--- src/rtl/gate_exerciser_pkg.sv ---
// Shared state encodings and counter width for the lab gate testers.
// No logic; constants only.
// Not applicable: no datapath or flow control.
package gate_exerciser_pkg;

    localparam logic [2:0] ST_IDLE   = 3'd0;
    localparam logic [2:0] ST_APPLY  = 3'd1;
    localparam logic [2:0] ST_SETTLE = 3'd2;
    localparam logic [2:0] ST_SAMPLE = 3'd3;
    localparam logic [2:0] ST_DONE   = 3'd4;

    localparam int SETTLE_W = 8;

    typedef enum logic [2:0] {
        S_IDLE   = ST_IDLE,
        S_APPLY  = ST_APPLY,
        S_SETTLE = ST_SETTLE,
        S_SAMPLE = ST_SAMPLE,
        S_DONE   = ST_DONE
    } state_t;

endpackage

--- src/rtl/gate_exerciser_settle_timer.sv ---
// Loadable down-counter with zero flag; stops at zero.
// Latency: load/decrement visible one cycle later, zero flag is combinational from the count.
// Backpressure: none; load has priority over decrement.
module settle_timer #(
    parameter int W = 8
) (
    input  logic         clk,
    input  logic         rst,
    input  logic         load_i,
    input  logic [W-1:0] load_val_i,
    input  logic         dec_i,
    output logic         zero_o
);

    logic [W-1:0] cnt_q, cnt_d;

    always_comb begin
        cnt_d = cnt_q;
        if (load_i) begin
            cnt_d = load_val_i;
        end else if (dec_i && (cnt_q != '0)) begin
            cnt_d = cnt_q - 1'b1;
        end
    end

    always_ff @(posedge clk or posedge rst) begin
        if (rst) begin
            cnt_q <= '0;
        end else begin
            cnt_q <= cnt_d;
        end
    end

    assign zero_o = (cnt_q == '0);

endmodule

--- src/rtl/gate_exerciser.sv ---
// Drives every input vector into a gate, samples after a settle time, checks against EXPECTED (GATE_EXERCISER_SYNC_EN adds a 2-flop input synchronizer).
// Latency: done at 2**N_IN*(SETTLE_CYCLES+2)+1 cycles after start (+2 per vector with sync).
// Backpressure: start is ignored while busy; no queueing.
module gate_exerciser
    import gate_exerciser_pkg::*;
#(
    parameter int                     N_IN          = 2,
    parameter int                     SETTLE_CYCLES = 4,
    parameter logic [(1<<N_IN)-1:0]   EXPECTED      = 4'b1110
) (
    input  logic                   clk,
    input  logic                   rst,
    input  logic                   start,
    output logic [N_IN-1:0]        stim,
    input  logic                   dut_out,
    output logic                   busy,
    output logic                   done,
    output logic                   pass,
    output logic [(1<<N_IN)-1:0]   fail_vec,
    output logic [N_IN:0]          err_count
);

    localparam int NV = 1 << N_IN;

    logic obs;

`ifdef GATE_EXERCISER_SYNC_EN
    // Extra bit so SETTLE_CYCLES+1 still fits when SETTLE_CYCLES is 255.
    localparam int                CNT_W    = SETTLE_W + 1;
    localparam logic [CNT_W-1:0]  LOAD_VAL = CNT_W'(SETTLE_CYCLES + 1);

    logic [1:0] sync_q;

    always_ff @(posedge clk or posedge rst) begin
        if (rst) begin
            sync_q <= '0;
        end else begin
            sync_q <= {sync_q[0], dut_out};
        end
    end

    assign obs = sync_q[1];
`else
    localparam int                CNT_W    = SETTLE_W;
    localparam logic [CNT_W-1:0]  LOAD_VAL = CNT_W'(SETTLE_CYCLES - 1);

    assign obs = dut_out;
`endif

    state_t          state_q, state_d;
    logic [N_IN-1:0] idx_q, idx_d;
    logic [N_IN-1:0] stim_q, stim_d;
    logic [NV-1:0]   fail_q, fail_d;
    logic [N_IN:0]   err_q, err_d;
    logic            pass_q, pass_d;
    logic            tmr_load, tmr_dec, tmr_zero;

    settle_timer #(.W(CNT_W)) u_timer (
        .clk        (clk),
        .rst        (rst),
        .load_i     (tmr_load),
        .load_val_i (LOAD_VAL),
        .dec_i      (tmr_dec),
        .zero_o     (tmr_zero)
    );

    always_comb begin
        state_d  = state_q;
        idx_d    = idx_q;
        stim_d   = stim_q;
        fail_d   = fail_q;
        err_d    = err_q;
        pass_d   = pass_q;
        tmr_load = 1'b0;
        tmr_dec  = 1'b0;
        case (state_q)
            S_IDLE: begin
                if (start) begin
                    state_d = S_APPLY;
                    idx_d   = '0;
                    fail_d  = '0;
                    err_d   = '0;
                    pass_d  = 1'b0;
                end
            end
            S_APPLY: begin
                stim_d   = idx_q;
                tmr_load = 1'b1;
                state_d  = S_SETTLE;
            end
            S_SETTLE: begin
                if (tmr_zero) begin
                    state_d = S_SAMPLE;
                end else begin
                    tmr_dec = 1'b1;
                end
            end
            S_SAMPLE: begin
                if (obs != EXPECTED[idx_q]) begin
                    fail_d[idx_q] = 1'b1;
                    err_d         = err_q + 1'b1;
                end
                if (&idx_q) begin
                    state_d = S_DONE;
                end else begin
                    idx_d   = idx_q + 1'b1;
                    state_d = S_APPLY;
                end
            end
            S_DONE: begin
                pass_d  = (fail_q == '0);
                state_d = S_IDLE;
            end
            default: state_d = S_IDLE;
        endcase
    end

    always_ff @(posedge clk or posedge rst) begin
        if (rst) begin
            state_q <= S_IDLE;
            idx_q   <= '0;
            stim_q  <= '0;
            fail_q  <= '0;
            err_q   <= '0;
            pass_q  <= 1'b0;
        end else begin
            state_q <= state_d;
            idx_q   <= idx_d;
            stim_q  <= stim_d;
            fail_q  <= fail_d;
            err_q   <= err_d;
            pass_q  <= pass_d;
        end
    end

    assign stim      = stim_q;
    assign busy      = (state_q != S_IDLE);
    assign done      = (state_q == S_DONE);
    assign pass      = pass_q;
    assign fail_vec  = fail_q;
    assign err_count = err_q;

endmodule

--- config.mk ---
export PLATFORM = sky130hd
export DESIGN_NAME = gate_exerciser
export DESIGN_NICKNAME = d
export VERILOG_FILES = /design/src/rtl/gate_exerciser_pkg.sv /design/src/rtl/gate_exerciser_settle_timer.sv /design/src/rtl/gate_exerciser.sv
export SDC_FILE = /design/constraint.sdc
export NUM_CORES = 1
export LEC_CHECK = 0
export CAP_MARGIN = 5
export CORE_MARGIN = 3
export CORE_UTILIZATION = 24
export DETAILED_ROUTE_END_ITERATION = 16
export GPL_TIMING_DRIVEN = 1
export SETUP_SLACK_MARGIN = 0.5
export SLEW_MARGIN = 0
export SYNTH_ARGS = -nofsm -noshare
export SYNTH_HDL_FRONTEND = slang
export SYNTH_SLANG_ARGS = --single-unit
--- constraint.sdc ---
create_clock -name clk -period 4.2 [get_ports clk]
set_clock_uncertainty 0.2 [all_clocks]
set_input_delay 0.84 -clock clk [delete_from_list [all_inputs] [get_ports clk]]
set_output_delay 0.84 -clock clk [all_outputs]
set_load 0.01 [all_outputs]
==> results_dict.tcl, run 1 <==
set metrics [dict create \
    outcome "finished clean" \
    worst_setup_path_start_kind "register" \
    worst_pin_slew_ps 872 \
    port_buffers 15 \
    vdd_drop_max_v 0.000205 \
    avgSynthCellArea_um2 9.85 \
    rsz0062_at_grt "false" \
    n_antenna_cell 0 \
    r2r-end "u_timer.cnt_q[0]$_DFFE_PP0P_" \
    synthDistinctLibCells 32 \
    die_x_um 77.3 \
    power_mw 1.01 \
    synth_seq_cells 23 \
    fin_nets 152 \
    timing.rr.start "u_timer.cnt_q[0]$_DFFE_PP0P_" \
    grt_max_degree 24 \
    async_flop_share 1.00 \
    cp_max_fo 15 \
    cts_resized 0 \
    syn_nets 136 \
    dieArea_um2 5980 \
    powerDensity_nw_per_um2 679 \
    setup_violations 0 \
    first_global_vias 912 \
    total_switching_power_mw 0.398 \
    grt_antenna_before_repair 0 \
    clockRootBuffer "clkbuf_8" \
    slew_headroom 0.418 \
    die_y_um 77.3 \
    first_iter_violations 31 \
    route.detailed.drc 0 \
    path_class "reg2out" \
    num_rows 25 \
    pwr-share-comb 0.447 \
    cts_max_level 1 \
    r2r_slack_ps 2110 \
    clkTransAtPathRegs_ps 80 \
    leakage_nw 0.656 \
    finalCriticalPeriod_ps 2850 \
    yosysSeqAreaShare 0.471 \
    fin_tns_setup_ps 0 \
    crit_required_ps 3160 \
    drive_above_1_share 0.0576 \
    hp-start "err_count[2]$_DFFE_PP0P_" \
    max_freq_mhz 351 \
    min_path_cells 1 \
    core_um2 4820 \
    timing.final.crit_share 0.679 \
    cts.hold.buffers_added 0 \
    endpoint_kind "output pin" \
    wl_per_cell_um 11.6 \
    area_delta_synth_final_pct 21.4 \
    synth_area_um2 1220 \
    cp.arrival_ps 1810 \
    antenna_left 0 \
    min_path_type "reg2reg" \
    grt_overflow 0 \
    cts_tree "built" \
    track_usage 0.0884 \
    clk_path_buf_depth 2 \
    ys.flop_type "dfrtp_1" \
    start_util 0.254 \
    drv_slew 0 \
    clk-insertion-delay-late_ps 260 \
    synthCells 124 \
    cts_buffers 3 \
    ios 16 \
    ff2ff_path_depth 6 \
    via_per_inst 4.42 \
    gp_congestion 0.730 \
    ys_warn_count 0 \
    synth-edff-count 0 \
    cts_sinks 23 \
    drtPass1Iterations 4 \
    vias 911 \
    switching_share 0.395 \
    routed_wl_mm 2.40 \
    hpwl_mm 1.77 \
    internal-power_mw 0.609 \
    drv_cap 0 \
    p_seq_frac 0.418 \
    hold_viol 0 \
    postCtsSetupBuffers 0 \
    holdPathEnd "err_count[2]$_DFFE_PP0P_" \
    grt_pass1_wl_mm 4.28 \
    pwr-share-clk 0.135 \
]
area by class of cell:
class,count,area (µm²)
clock buffer,4,45.0
fill,515,3330
inverter,5,18.8
multi-input combinational,92,609
sequential,23,576
tap,67,83.8
timing repair buffer,15,150
Yosys cell counts (2+ instances only):
master	n	area, µm²
mux2_2	3	33.8
inv_1	5	18.8
nor3b_1	2	15.0
nor2b_1	3	18.8
nor3_1	3	15.0
nand2_1	10	37.5
o21ai_0	5	25.0
mux2i_1	5	50.1
a21oi_1	10	50.1
or4_1	3	22.5
nor4_1	3	18.8
ha_1	8	100
buf_2	2	10.0
dfrtp_1	23	576
nand3b_1	2	15.0
or3_1	3	18.8
and2_1	3	18.8
clkbuf_1	2	7.51
nor2_1	16	60.1
worst max-delay path by stage:
stage                                start   end
finish              state_q[0]$_DFFE_PP0P_  done
global route        state_q[1]$_DFFE_PP0P_  done
CTS                 state_q[1]$_DFFE_PP0P_  done
detailed placement  state_q[1]$_DFFE_PP0P_  done
global placement    state_q[0]$_DFFE_PP0P_  done
floorplan           state_q[1]$_DFFE_PP0P_  done
worst max-delay path: stages (launching register included):
cell and delay, ps:
dfrtp_1 530, nor3b_1 410, clkdlybuf4s50_1 610
state kept, by name (all words and copies together) (netlist names):
register and count:
idx_q 2, fail_vec 4, u_timer.cnt_q 8, stim 2
err_count 3, state_q 3, pass 1
cell families (layout without fill, tap and decap cells):
| logic type | count (synthesis) | count (layout) | synth area share |
|---|---|---|---|
| simple gates | 55 | 55 | 0.248 |
| compound gates | 19 | 19 | 0.0861 |
| mux | 8 | 8 | 0.0686 |
| fa+ha+maj | 8 | 8 | 0.0820 |
| xor+xnor | 2 | 2 | 0.0143 |
| flops | 23 | 23 | 0.471 |
| buf+inv | 9 | 24 | 0.0297 |
per-layer routing:
| metal | part of all wire | track usage | wire length [µm] |
|---|---|---|---|
| met1 | 0.53 | 0.132 | 1260 |
| met2 | 0.43 | 0.125 | 1020 |
| met3 | 0.040 | 0.0220 | 95 |
| met4 | 0.0067 | 0.0267 | 16 |
| met5 | 0 | 0 | 0 |
placed cells by master, fill, tap and decap left out, drive strengths merged, types with 4 or more instances in the layout:
| cell | n |
|---|---|
| a21oi | 10 |
| nand2 | 10 |
| inv | 5 |
| clkbuf | 4 |
| clkdlybuf4s50 | 15 |
| nor2 | 16 |
| o21ai | 5 |
| ha | 8 |
| dfrtp | 23 |
| mux2i | 5 |
power groups by stage:
stage	sequential, mW	combinational (mW)	clock, mW
finish	0.421	0.450	0.136
CTS	0.419	0.458	0.141
global placement	0.423	0.448	0
global route	0.439	0.513	0.152
detailed placement	0.423	0.456	0
floorplan	0.399	0.312	0
metrics by stage:
step	cell area, µm²	setup slack (ps)	cells	util	hold slack (ps)
2_1_floorplan	1220	2180	124	-	278
3_3_place_gp	1440	1670	202	0.298	268
4_1_cts	1480	1350	206	0.308	304
3_5_place_dp	1440	1660	202	0.298	293
5_1_grt	1480	1290	206	0.308	337
6_report	1480	1350	206	0.308	297
Power figures use the tool's default switching activity.
==> run 2, diff against run 1 <==
clock period = 2.7 ns   (was 4.2 ns; I/O delays follow)
==> results_dict.tcl, run 2 (synthesized netlist as in run 1, its figures left out) <==
set metrics [dict create \
    first_global_vias 918 \
    final_common_cell "dfrtp_1" \
    setup_violations 0 \
    drtPass1Iterations 4 \
    path_class "reg2out" \
    fin_tns_setup_ps 0 \
    via_per_inst 4.31 \
    mostFrequentLayoutCells "20 x dfrtp_1, 16 x nor2_1, 13 x clkdlybuf4s50_1, 10 x a21oi_1, 10 x nand2_1" \
    vdd_drop_max_v 0.000355 \
    clk_path_buf_depth 2 \
    clkTransAtPathRegs_ps 90 \
    cts_max_level 1 \
    start_util 0.254 \
    cts.hold.buffers_added 0 \
    cts_tree "built" \
    outcome "finished clean" \
    routed_wl_mm 2.53 \
    die_y_um 77.3 \
    n_fill_cell 520 \
    track_usage 0.0943 \
    vias 909 \
    ios 16 \
    dieArea_um2 5980 \
    min_path_type "reg2reg" \
    r2r_slack_ps 640 \
    route.detailed.drc 0 \
    grt_max_degree 24 \
    wl_per_cell_um 12.0 \
    largest_register_ff_count 8 \
    cts_buffers 3 \
    finalCriticalPeriod_ps 2140 \
    multi_input_area_um2 621 \
    cp.arrival_ps 1400 \
    clk-insertion-delay-late_ps 270 \
    dp_slack_ps 459 \
    cts_sinks 23 \
    hpwl_mm 1.81 \
    drv_slew 0 \
    antenna_left 0 \
    grt_overflow 0 \
    rsz0062_at_grt "false" \
    first_iter_violations 36 \
    grt_antenna_before_repair 0 \
    fin_nets 157 \
    worst_pin_slew_ps 558 \
    timing.final.crit_share 0.791 \
    max_freq_mhz 468 \
    setup_slack_ps 565 \
    die_x_um 77.3 \
    area_delta_synth_final_pct 25.6 \
    worst_setup_path_start_kind "register" \
    cp_max_fo 8 \
    drv_cap 0 \
    grtUsageMet1 0.129 \
    num_rows 25 \
    slew_headroom 0.623 \
    grt_pass1_wl_mm 4.49 \
    clockRootBuffer "clkbuf_8" \
    leakage_nw 0.686 \
    drive_above_1_share 0.118 \
    powerDensity_nw_per_um2 1070 \
    gp_congestion 0.734 \
    seqCellArea_um2 579 \
    use_met3 0.0278 \
    crit_required_ps 1960 \
    endpoint_kind "output pin" \
    hold_viol 0 \
    grt.busiest_layer "met2" \
    port_buffers 15 \
    top_register "u_timer.cnt_q" \
    n_antenna_cell 0 \
    core_um2 4820 \
    grt_use_met2 0.143 \
]
-- run 2: final timing paths --
| check | startpoint | end | cells after the start |
|---|---|---|---|
| min | err_count[2]$_DFFE_PP0P_ | err_count[2]$_DFFE_PP0P_ | 1 |
| min reg2reg | err_count[2]$_DFFE_PP0P_ | err_count[2]$_DFFE_PP0P_ | 1 |
| min in group asynchronous | rst | u_timer.cnt_q[3]$_DFFE_PP0P_ | 3 |
| max in group asynchronous | rst | state_q[2]$_DFFE_PP0P_ | 3 |
| max reg2reg | u_timer.cnt_q[0]$_DFFE_PP0P_ | u_timer.cnt_q[0]$_DFFE_PP0P_ | 6 |
| max | state_q[0]$_DFFE_PP0P_ | busy | 3 |
-- run 2: worst max-delay path, cell delays in order (launching register included) --
cell,delay [ps]
dfrtp_2,410
buf_4,160
or3_1,300
clkdlybuf4s15_1,250
-- run 2: repair_timing --
item	in CTS	in global routing
gates resized for setup	7	1
buffers inserted	3	0
setup endpoints to repair	2	1
-- run 2: cell type report --
| class | count | area share |
|---|---|---|
| repair buffers | 20 | 0.122 |
| flip-flops and latches | 23 | 0.378 |
| well taps | 67 | 0.0546 |
| clock buffers | 4 | 0.0294 |
| multi-input cells | 92 | 0.405 |
| inverters | 5 | 0.0122 |
-- run 2: stage by stage --
stage / area [µm²] / cells / utilization / power [mW] / hold slack [ps]
floorplan: 1220 / 124 / - / 1.11 / 278
global placement: 1450 / 204 / 0.302 / 1.37 / 265
detailed placement: 1450 / 204 / 0.302 / 1.39 / 271
CTS: 1530 / 211 / 0.318 / 1.66 / 282
global route: 1530 / 211 / 0.318 / 1.79 / 293
finish: 1530 / 211 / 0.318 / 1.64 / 274
-- run 2: per-layer routing --
layer	part of all wire	wire (µm)
met5	0	0
met4	0.012	31
met3	0.037	95
met2	0.43	1090
met1	0.52	1310
-- run 2: power breakdown --
group | total [mW] | leakage [nW] | switching, mW | internal (mW)
Sequential | 0.622 | 0.294 | 0.135 | 0.487
Combinational | 0.797 | 0.369 | 0.400 | 0.396
Clock | 0.222 | 0.0228 | 0.116 | 0.106
Total | 1.64 | 0.686 | 0.652 | 0.989
==> run 3, diff against run 2 <==
clock period = 1.8 ns   (was 2.7 ns; I/O delays follow)
==> results_dict.tcl, run 3 (synthesized netlist as in run 1, its figures left out) <==
set metrics [dict create \
    total_switching_power_mw 1.38 \
    cp_cell_sequence "or3_4 -> or2_4 -> or4_1 -> a21oi_1" \
    mostFrequentLayoutCells "32 x buf_4, 22 x dfrtp_1, 11 x buf_2, 11 x buf_6, 10 x nor2_1" \
    crit_family "simple AND/OR/NAND/NOR gates" \
    timing.final.crit_share 1.02 \
    layout.cells.non_filler 252 \
    switching_share 0.387 \
    seqCellArea_um2 577 \
    grt_pass1_wl_mm 5.43 \
    violations "setup timing" \
    fin_nets 198 \
    dieArea_um2 5980 \
    largest_register_ff_count 8 \
    die_x_um 77.3 \
    critPathBufInv 0 \
    setup_slack_ps -37.1 \
    worst_pin_slew_ps 377 \
    p_seq_frac 0.258 \
    max_freq_mhz 544 \
    internal-power_mw 2.19 \
    critPathMaxStageDelay_ps 410 \
    n_antenna_cell 0 \
    drv_cap 0 \
    n_fill_cell 459 \
    crit_required_ps 1800 \
    powerDensity_nw_per_um2 1690 \
    worst_setup_path_start_kind "register" \
    wl_per_cell_um 12.6 \
    first_iter_violations 25 \
    power_mw 3.56 \
    cp.arrival_ps 1840 \
    num_rows 25 \
    drv_slew 0 \
    cp_max_fo 3 \
    route.detailed.drc 0 \
    cts_max_level 1 \
    final_common_cell "buf_4" \
    first_global_vias 1142 \
    clk_path_buf_depth 2 \
    critPathSlowestCell "dfrtp_1" \
    cts_tree "built" \
    routed_wl_mm 3.19 \
    clk-insertion-delay-late_ps 270 \
    rsz0062_at_grt "true" \
    pwr-share-clk 0.092 \
    outcome "finished, violations left" \
    top_register "u_timer.cnt_q" \
    clkTransAtPathRegs_ps 90 \
    drtPass1Iterations 3 \
    gp_congestion 0.730 \
    grt_overflow 0 \
    start_util 0.254 \
    finalCriticalPeriod_ps 1840 \
    track_usage 0.112 \
    path_class "reg2reg" \
    pwr-share-comb 0.650 \
    antenna_left 0 \
    min_path_type "in2async" \
    hpwl_mm 1.94 \
    ios 16 \
    cts_sinks 23 \
    cts_buffers 3 \
    grt_max_degree 24 \
    leakage_nw 0.982 \
    vdd_drop_max_v 0.000882 \
    hold_viol 0 \
    core_um2 4820 \
    grt_antenna_before_repair 0 \
    area_delta_synth_final_pct 72.7 \
    port_buffers 15 \
    clockRootBuffer "clkbuf_8" \
    placed_cells 222 \
    vias 1102 \
    setup_violations 2 \
    drive_above_1_share 0.600 \
    endpoint_kind "register" \
    slew_headroom 0.746 \
    via_per_inst 4.37 \
    multi_input_area_um2 866 \
    die_y_um 77.3 \
]
## run 3: cell count changes in the layout (fill, tap and decap cells not counted), sizes merged
cell           change
clkdlybuf4s50     -10
buf               +53
clkdlybuf4s15      -1
dlygate4sd2        -1
## run 3: through the flow
stage	setup slack (ps)	utilization	instance area (µm²)	setup TNS, ps	hold WS, ps
final	-37.1	0.438	2110	-67.0	232
after global routing	-84.8	0.438	2110	-233	265
after CTS	-24.1	0.404	1950	-45.8	241
after detailed placement	-57.6	0.345	1660	-210	269
after global placement	-49.6	0.345	1660	-128	268
after floorplan	4.81	-	1320	0	162
## run 3: worst min-delay path, cell delays in order
cell and delay [ps]:
clkdlybuf4s50_1 390, inv_1 50, buf_4 290
## run 3: area by class of cell
type,instances,share of cell area
Tap cell,67,0.0397
Sequential cell,23,0.273
Timing Repair Buffer,61,0.246
Clock buffer,4,0.0214
Inverter,5,0.00890
Multi-Input combinational cell,92,0.410
## run 3: power groups by stage
stage	logic, mW	clock network [mW]	registers [mW]
3_3_place_gp	1.49	0	0.929
3_5_place_dp	1.49	0	0.935
4_1_cts	2.00	0.341	0.919
2_1_floorplan	0.924	0	0.950
6_report	2.32	0.327	0.919
5_1_grt	2.51	0.369	0.956
## run 3: routing by layer
layer  wire [µm]  vias to the layer above  global-route usage  part of all wire
li1            -                      555                   -                 -
met1        1340                      531               0.138              0.42
met2        1750                       13               0.205              0.55
met3          66                        3              0.0139             0.021
met4          22                        0              0.0267            0.0069
met5           0                        -                   0                 0
## run 3: what timing repair did
action	4_1_cts	5_1_grt
endpoints found under the hold margin	0	0
hold buffers	0	0
buffers inserted	17	9
endpoints found under the setup margin	33	35
pin swaps	13	8
gates resized for setup	82	21
## run 3: final timing paths
path / from / endpoint / slack (ps) / depth (start not counted)
worst min-delay path: rst / u_timer.cnt_q[5]$_DFFE_PP0P_ / 230 / 3
min in group clk: err_count[2]$_DFFE_PP0P_ / err_count[2]$_DFFE_PP0P_ / 270 / 1
worst max-delay path: u_timer.cnt_q[1]$_DFFE_PP0P_ / u_timer.cnt_q[3]$_DFFE_PP0P_ / -40 / 4
max in group asynchronous: rst / state_q[0]$_DFFE_PP0P_ / 920 / 3
worst max register to register: u_timer.cnt_q[1]$_DFFE_PP0P_ / u_timer.cnt_q[3]$_DFFE_PP0P_ / -40 / 4
worst min register to register: err_count[2]$_DFFE_PP0P_ / err_count[2]$_DFFE_PP0P_ / 270 / 1
